[config.mk]
export PLATFORM = sky130hd
export DESIGN_NAME = dfu_status_led
export DESIGN_NICKNAME = d
export VERILOG_FILES = /design/src/rtl/dfu_pkg.sv /design/src/rtl/led_breathe.sv /design/src/rtl/dfu_status_led.sv
export SDC_FILE = /design/constraint.sdc
export NUM_CORES = 1
export LEC_CHECK = 0
export ABC_AREA = 1
export BUFFER_PORTS_ARGS = -buffer_cell sky130_fd_sc_hd__buf_2
export CORE_UTILIZATION = 45
export CTS_CLUSTER_SIZE = 28
export DETAILED_ROUTE_END_ITERATION = 6
export PLACE_DENSITY_LB_ADDON = 0.2
export SYNTH_ARGS = -nofsm -noshare
export SYNTH_HDL_FRONTEND = slang
export SYNTH_SLANG_ARGS = --single-unit
[constraint.sdc]
create_clock -name clk -period 4.7 [get_ports clk]
set_clock_uncertainty 0.15 [all_clocks]
set_input_delay 0.94 -clock clk [delete_from_list [all_inputs] [get_ports clk]]
set_output_delay 0.94 -clock clk [all_outputs]
set_load 0.02 [all_outputs]
[src/rtl/dfu_pkg.sv]
// ============================================================================
// Module   : dfu_pkg
// Purpose  : Shared DFU state codes, LED mode enum, colour masks and the
//            state-to-mode decoder used by the status LED block.
// Revision : 1.0 - initial release
// ============================================================================
`default_nettype none

package dfu_pkg;

  // DFU state codes as reported by usb_dfu_core
  localparam logic [7:0] APP_IDLE                = 8'd0;
  localparam logic [7:0] APP_DETACH              = 8'd1;
  localparam logic [7:0] DFU_IDLE                = 8'd2;
  localparam logic [7:0] DFU_DNLOAD_SYNC         = 8'd3;
  localparam logic [7:0] DFU_DNBUSY              = 8'd4;
  localparam logic [7:0] DFU_DNLOAD_IDLE         = 8'd5;
  localparam logic [7:0] DFU_MANIFEST_SYNC       = 8'd6;
  localparam logic [7:0] DFU_MANIFEST            = 8'd7;
  localparam logic [7:0] DFU_MANIFEST_WAIT_RESET = 8'd8;
  localparam logic [7:0] DFU_UPLOAD_IDLE         = 8'd9;
  localparam logic [7:0] DFU_ERROR               = 8'd10;

  // LED indication modes; MODE_OFF is only produced by a detach request
  typedef enum logic [2:0] {
    MODE_APP      = 3'd0,
    MODE_IDLE     = 3'd1,
    MODE_DNLOAD   = 3'd2,
    MODE_MANIFEST = 3'd3,
    MODE_UPLOAD   = 3'd4,
    MODE_ERROR    = 3'd5,
    MODE_OFF      = 3'd6
  } led_mode_e;

  // Colour masks, bit order {r, g, b}
  localparam logic [2:0] COL_OFF     = 3'b000;
  localparam logic [2:0] COL_RED     = 3'b100;
  localparam logic [2:0] COL_GREEN   = 3'b010;
  localparam logic [2:0] COL_BLUE    = 3'b001;
  localparam logic [2:0] COL_MAGENTA = 3'b101;

  // Map a DFU state code to an indication mode; unknown codes are errors
  function automatic led_mode_e decode_mode(input logic [7:0] code);
    led_mode_e m;
    case (code)
      APP_IDLE, APP_DETACH:                  m = MODE_APP;
      DFU_IDLE:                              m = MODE_IDLE;
      DFU_DNLOAD_SYNC, DFU_DNBUSY,
      DFU_DNLOAD_IDLE:                       m = MODE_DNLOAD;
      DFU_MANIFEST_SYNC, DFU_MANIFEST,
      DFU_MANIFEST_WAIT_RESET:               m = MODE_MANIFEST;
      DFU_UPLOAD_IDLE:                       m = MODE_UPLOAD;
      DFU_ERROR:                             m = MODE_ERROR;
      default:                               m = MODE_ERROR;
    endcase
    return m;
  endfunction

endpackage

`default_nettype wire

[src/rtl/led_breathe.sv]
// ============================================================================
// Module   : led_breathe
// Purpose  : Triangle "breathing" envelope generator. A step counter paces a
//            PWM_W-bit envelope that ramps up, holds one step at the top,
//            ramps down and holds one step at zero. Output is the PWM duty.
//            Macro STATUS_LED_GAMMA_EN selects a registered squared duty.
// Revision : 1.0 - initial release
// ============================================================================
`default_nettype none

module led_breathe #(
  parameter int PWM_W       = 8,
  parameter int STEP_CYCLES = 23438
) (
  input  logic             clk,
  input  logic             rst_n,
  input  logic             clear,
  output logic [PWM_W-1:0] duty
);

  localparam int               STEP_W    = (STEP_CYCLES > 1) ? $clog2(STEP_CYCLES) : 1;
  localparam logic [STEP_W-1:0] STEP_LAST = STEP_W'(STEP_CYCLES - 1);
  localparam logic [PWM_W-1:0]  ENV_MAX   = '1;
  localparam logic              DIR_UP    = 1'b0;
  localparam logic              DIR_DOWN  = 1'b1;

  logic [STEP_W-1:0] step_cnt;
  logic [PWM_W-1:0]  env;
  logic              env_dir;

  // Step pacing and envelope: one envelope move (or end-point hold) per step
  always_ff @(posedge clk or negedge rst_n) begin
    if (!rst_n) begin
      step_cnt <= '0;
      env      <= '0;
      env_dir  <= DIR_UP;
    end else if (clear) begin
      step_cnt <= '0;
      env      <= '0;
      env_dir  <= DIR_UP;
    end else if (step_cnt == STEP_LAST) begin
      step_cnt <= '0;
      if (env_dir == DIR_UP) begin
        if (env == ENV_MAX) env_dir <= DIR_DOWN;
        else                env     <= env + PWM_W'(1);
      end else begin
        if (env == '0) env_dir <= DIR_UP;
        else           env     <= env - PWM_W'(1);
      end
    end else begin
      step_cnt <= step_cnt + STEP_W'(1);
    end
  end

`ifdef STATUS_LED_GAMMA_EN
  logic [2*PWM_W-1:0] env_sq;
  logic [PWM_W-1:0]   duty_q;

  assign env_sq = {{PWM_W{1'b0}}, env} * {{PWM_W{1'b0}}, env};

  // Squared envelope, registered to keep the multiplier off the output path
  always_ff @(posedge clk or negedge rst_n) begin
    if (!rst_n)     duty_q <= '0;
    else if (clear) duty_q <= '0;
    else            duty_q <= env_sq[2*PWM_W-1:PWM_W];
  end

  assign duty = duty_q;
`else
  assign duty = env;
`endif

endmodule

`default_nettype wire

[src/rtl/dfu_status_led.sv]
// ============================================================================
// Module   : dfu_status_led
// Purpose  : RGB status LED driver for the DFU bootloader. Decodes the DFU
//            state into a colour pattern (dim solid, breathing, blinking,
//            full solid) and produces registered PWM drives plus the LED
//            driver enable. Optional macro STATUS_LED_GAMMA_EN squares the
//            breathing duty for a perceptually smoother ramp.
// Revision : 1.0 - initial release
// ============================================================================
`default_nettype none

module dfu_status_led
  import dfu_pkg::*;
#(
  parameter int PWM_W        = 8,
  parameter int STEP_CYCLES  = 23438,
  parameter int BLINK_CYCLES = 3000000,
  parameter int DIM_DUTY     = 32
) (
  input  logic       clk,
  input  logic       rst_n,
  input  logic [7:0] dfu_state,
  input  logic       dfu_detach,
  output logic       stat_r,
  output logic       stat_g,
  output logic       stat_b,
  output logic       stat_en
);

  localparam int                 FAST_HALF = (BLINK_CYCLES / 4 > 0) ? BLINK_CYCLES / 4 : 1;
  localparam int                 BLINK_W   = (BLINK_CYCLES > 1) ? $clog2(BLINK_CYCLES) : 1;
  localparam logic [BLINK_W-1:0] SLOW_LAST = BLINK_W'(BLINK_CYCLES - 1);
  localparam logic [BLINK_W-1:0] FAST_LAST = BLINK_W'(FAST_HALF - 1);
  localparam logic [PWM_W-1:0]   DIM_LEVEL = PWM_W'(DIM_DUTY);
  localparam logic               PH_ON     = 1'b0;

  logic [7:0]         state_q;
  led_mode_e          mode;
  led_mode_e          mode_q;
  led_mode_e          out_mode;
  logic               mode_chg;
  logic [PWM_W-1:0]   pwm_cnt;
  logic [BLINK_W-1:0] blink_cnt;
  logic [BLINK_W-1:0] blink_last;
  logic               blink_ph;
  logic               blink_on;
  logic [PWM_W-1:0]   duty_raw;
  logic [PWM_W-1:0]   breathe_duty;
  logic [2:0]         colour;

  assign mode     = decode_mode(state_q);
  assign mode_chg = (mode != mode_q);
  assign out_mode = dfu_detach ? MODE_OFF : mode;

  // On a mode change the pattern restarts, so the first output already shows
  // the restarted phase (blink on, envelope at zero) to keep latency at 2.
  assign blink_on     = mode_chg || (blink_ph == PH_ON);
  assign breathe_duty = mode_chg ? '0 : duty_raw;
  assign blink_last   = (mode == MODE_ERROR) ? FAST_LAST : SLOW_LAST;

  // Input stage register and last-seen mode for change detection
  always_ff @(posedge clk or negedge rst_n) begin
    if (!rst_n) begin
      state_q <= '0;
      mode_q  <= MODE_APP;
    end else begin
      state_q <= dfu_state;
      mode_q  <= mode;
    end
  end

  // Free-running PWM period counter
  always_ff @(posedge clk or negedge rst_n) begin
    if (!rst_n) pwm_cnt <= '0;
    else        pwm_cnt <= pwm_cnt + PWM_W'(1);
  end

  // Blink half-period timer and phase, restarted on every mode change
  always_ff @(posedge clk or negedge rst_n) begin
    if (!rst_n) begin
      blink_cnt <= '0;
      blink_ph  <= PH_ON;
    end else if (mode_chg) begin
      blink_cnt <= '0;
      blink_ph  <= PH_ON;
    end else if (blink_cnt == blink_last) begin
      blink_cnt <= '0;
      blink_ph  <= ~blink_ph;
    end else begin
      blink_cnt <= blink_cnt + BLINK_W'(1);
    end
  end

  led_breathe #(
    .PWM_W       (PWM_W),
    .STEP_CYCLES (STEP_CYCLES)
  ) u_breathe (
    .clk   (clk),
    .rst_n (rst_n),
    .clear (mode_chg),
    .duty  (duty_raw)
  );

  // Per-mode colour selection; "full" colours bypass the PWM compare
  always_comb begin
    colour = COL_OFF;
    case (out_mode)
      MODE_APP:      colour = (pwm_cnt < DIM_LEVEL)    ? COL_GREEN   : COL_OFF;
      MODE_IDLE:     colour = (pwm_cnt < breathe_duty) ? COL_MAGENTA : COL_OFF;
      MODE_DNLOAD:   colour = blink_on ? COL_BLUE  : COL_OFF;
      MODE_MANIFEST: colour = COL_GREEN;
      MODE_UPLOAD:   colour = blink_on ? COL_GREEN : COL_OFF;
      MODE_ERROR:    colour = blink_on ? COL_RED   : COL_OFF;
      default:       colour = COL_OFF;
    endcase
  end

  // Registered LED drives; detach blanks colour and driver enable
  always_ff @(posedge clk or negedge rst_n) begin
    if (!rst_n) begin
      stat_r  <= 1'b0;
      stat_g  <= 1'b0;
      stat_b  <= 1'b0;
      stat_en <= 1'b0;
    end else begin
      stat_r  <= colour[2];
      stat_g  <= colour[1];
      stat_b  <= colour[0];
      stat_en <= (out_mode != MODE_OFF);
    end
  end

endmodule

`default_nettype wire

==> results.md <==
- Pre-CTS setup slack: ~1800 ps
- Yosys warns: 0
- Synth unique cells: 36
- Critical path's slowest cell: dfrtp_1
- Vias per cell: 5.10
- IO Pins: 15
- Crit path from: state_q[5]$_DFF_PN0_
- Peak VDD IR: ~0.25 mV
- Global-route wire length before repair: 13.0 mm
- Worst setup EP type: flop
- Total CTS buffers: 9
- H-tree Lvls: 3
- CP cell instances: nor2_1, nand2_1, nor2_1, nand2_1, nand2_1, nand2_1, nor2_2, nand2_1, inv_2, nand2_1, ha_1, a21oi_1, nor2_1, a211oi_1, nand3_1, nand2_1
- Chip Width: 93.3 um
- Max_cap viols: 0
- Buffer count from post-CTS setup fixing: 0
- Ys async rst share: 100%
- Synthesized area per cell: approximately 8.7 sq um
- Switch Pwr: 0.000401 W
- Starting Density: between 40% and 50%
- Vias in the first global route: 2826
- Highest achievable clock rate: between 300 and 400 MHz
- RSZ-0062 raised after global routing: no
- R2R cell count: 16
- Final Cycle Share: 61.6%
- R2r setup slk: around 1800 ps
- Buffers on Ports: 14
- Die area: around 0.0087 sq mm
- Number of flops mapped to enable cells by yosys: 0
- Combinational fraction of design power: between 10% and 20%
- RR Startpoint: state_q[5]$_DFF_PN0_
- Drc violations: 0
- Critical path required time: between 4000 and 5000 ps
- GRT Total Usage: between 10% and 20%
- Pint: around 0.0011 W
- Min cycle time layout: 2900 ps
- Final hold violation count: 0
- Reg-to-reg endpoint: stat_r$_DFF_PN0_
- Share of layout cells above drive strength 1: approximately 12%
- Cell repeated most along the worst path: nand2_1
- Total wire length: slightly above 7 mm
- Arrival @ worst endpoint: 3030 ps
- Routed vias: roughly 2900
- Overflow after GRT: 0
- Switching portion of total power: ~27%
- CTS hold repair buffers: 0
- Clock network fraction of design power: 41.1%
- Antenna diodes: 0
- Area delta synth->final: 11.2%
- Final WS setup: roughly 1800 ps
- Slew Viols, Final: 0
- Post-route ant nets: 0
- Post-CTS sizing: 0
- Initial antenna violation count: 0
- Clock latency on the worst-skew pair: between 300 and 400 ps
- Worst-margin pin slew: roughly 650 ps
- Static Leak: approximately 2 nW
- TritonCTS clock tree: built
- Mapped cell area: 0.00375 sq mm
- Worst-path clk slew: roughly 80 ps
- Core region area: just under 0.008 sq mm
- Drt first pass iters: 5
- Synthesized net count: between 400 and 500
- Row count: 32
- Detail Placement HPWL: approximately 5.2 mm
- Sequential share of power: a little under half
- Hold WC Path Type: flop to flop
- Critical path type: flop to flop
- Post-synthesis sequential area ratio: ~47%
- Slew margin rel.: between 50% and 60%
- PwrDens: 357 mW/mm^2
- Placer Congestion: around 0.87
- Avg WL per Cell: 12.9 um
- Critical Path Sink: stat_r$_DFF_PN0_
- Layout Nets: ~480
- Root buffer cell: clkbuf_8
- Startpoint types: flop
- Main synth FF type: dfrtp_1
- Largest net degree at the start of global routing: 43
- Initial drt markers: roughly 130
- Synthesis-stage register bit count: 70
- CP peak stage delay: 370 ps
- Hold Slack: 337 ps
- Outcome: complete, no violations
- Most frequent cells in the layout: nand2_1 (81), dfrtp_1 (70), nor2_1 (60), inv_1 (48), nand3_1 (26)
- Clock Sinks: 70
- Clock Tree Buf Depth: 2
- Endpoints failing setup: 0
- Most common cell after layout, fill and taps aside: nand2_1
- Post-Synthesis Cells: roughly 430
- Largest fanout on the critical path: 16
- Setup TNS: 0 ps
- Die Y: 93.3 um
-- through the flow --
step           utilization, %  total power, W  std cells  instance area [sq um]
5_1_grt                  52.9         0.00158        560                   4170
3_3_place_gp             49.6        0.000884        544                   3920
6_report                 52.9         0.00149        560                   4170
3_5_place_dp             49.6        0.000891        544                   3920
2_1_floorplan               -        0.000838        431                   3750
4_1_cts                  52.9         0.00151        560                   4170
-- cells in the mapped netlist, drive strengths merged, types with 2 or more instances --
cell type / n / share of area (%)
nand2: 86 / 9.1
dfrtp: 70 / 47
nor2: 67 / 7.4
inv: 51 / 5.1
nand3: 28 / 4.0
xor2: 21 / 4.9
ha: 17 / 5.7
nand4: 16 / 2.7
nor3: 16 / 2.8
a21oi: 13 / 1.8
o21ai: 10 / 1.3
xnor2: 8 / 1.9
nor4: 6 / 1.5
buf: 4 / 1.0
nor3b: 4 / 0.80
o211ai: 4 / 0.80
a211oi: 2 / 0.40
o31ai: 2 / 0.40
-- how the worst min path moves through the flow --
stage / start / endpoint / slack (ps) / depth (start not counted)
3_5_place_dp: pwm_cnt[0]$_DFF_PN0_ / pwm_cnt[0]$_DFF_PN0_ / 330 / 1
6_report: pwm_cnt[0]$_DFF_PN0_ / pwm_cnt[0]$_DFF_PN0_ / 340 / 1
3_3_place_gp: pwm_cnt[0]$_DFF_PN0_ / pwm_cnt[0]$_DFF_PN0_ / 320 / 1
5_1_grt: pwm_cnt[0]$_DFF_PN0_ / pwm_cnt[0]$_DFF_PN0_ / 380 / 1
4_1_cts: pwm_cnt[0]$_DFF_PN0_ / pwm_cnt[0]$_DFF_PN0_ / 340 / 1
2_1_floorplan: pwm_cnt[0]$_DFF_PN0_ / pwm_cnt[0]$_DFF_PN0_ / 290 / 1
-- per-layer routing --
metal  up-vias  global-route usage [%]  part of all wire, %
met5         -                       0                    0
met4         0                    5.13                 0.79
met3         6                    5.12                  3.0
met2        35                    31.1                   47
met1      1359                    25.1                   50
li1       1455                       -                    -
-- logic make-up after synthesis --
kind of cell,count (synthesis),synth area share [%]
simple gates,224,28.6
flops,70,46.7
buf+inv,55,6.14
compound gates,35,5.57
xor+xnor,29,6.78
fa+ha+maj,18,6.21
-- state kept, by name, summed over array words and instances, names as in the netlist --
signal / count
mode_q: 3
u_breathe.env_dir: 1
u_breathe.step_cnt: 15
stat_r: 1
pwm_cnt: 8
stat_b: 1
blink_cnt: 22
stat_en: 1
u_breathe.duty: 8
blink_ph: 1
stat_g: 1
state_q: 8
-- final cells by class --
class                      instances  area (sq um)
sequential                        70          1750
tap                              102           128
clock inverter                     6           116
fill                             735          3720
inverter                          51           191
multi-input combinational        306          1770
clock buffer                      10           138
timing repair buffer              15          77.6
-- power by group through the flow --
stage | registers [W] | clock network [W] | logic [W]
final | 0.000700 | 0.000613 | 0.000177
after detailed placement | 0.000713 | 0 | 0.000179
after CTS | 0.000700 | 0.000629 | 0.000181
after floorplan | 0.000706 | 0 | 0.000131
after global routing | 0.000709 | 0.000655 | 0.000212
after global placement | 0.000710 | 0 | 0.000174
-- worst max-delay path, delay by kind of cell, from the launching register on --
| family | cells | cell delay (ps) |
|---|---|---|
| AO/OA/AOI/OAI | 2 | 320 |
| adder cells (fa/ha/maj) | 1 | 290 |
| buffers and inverters | 1 | 370 |
| flip-flops | 1 | 370 |
| AND/OR/NAND/NOR | 12 | 1310 |
No activity file was read; power rests on OpenSTA's default activity.
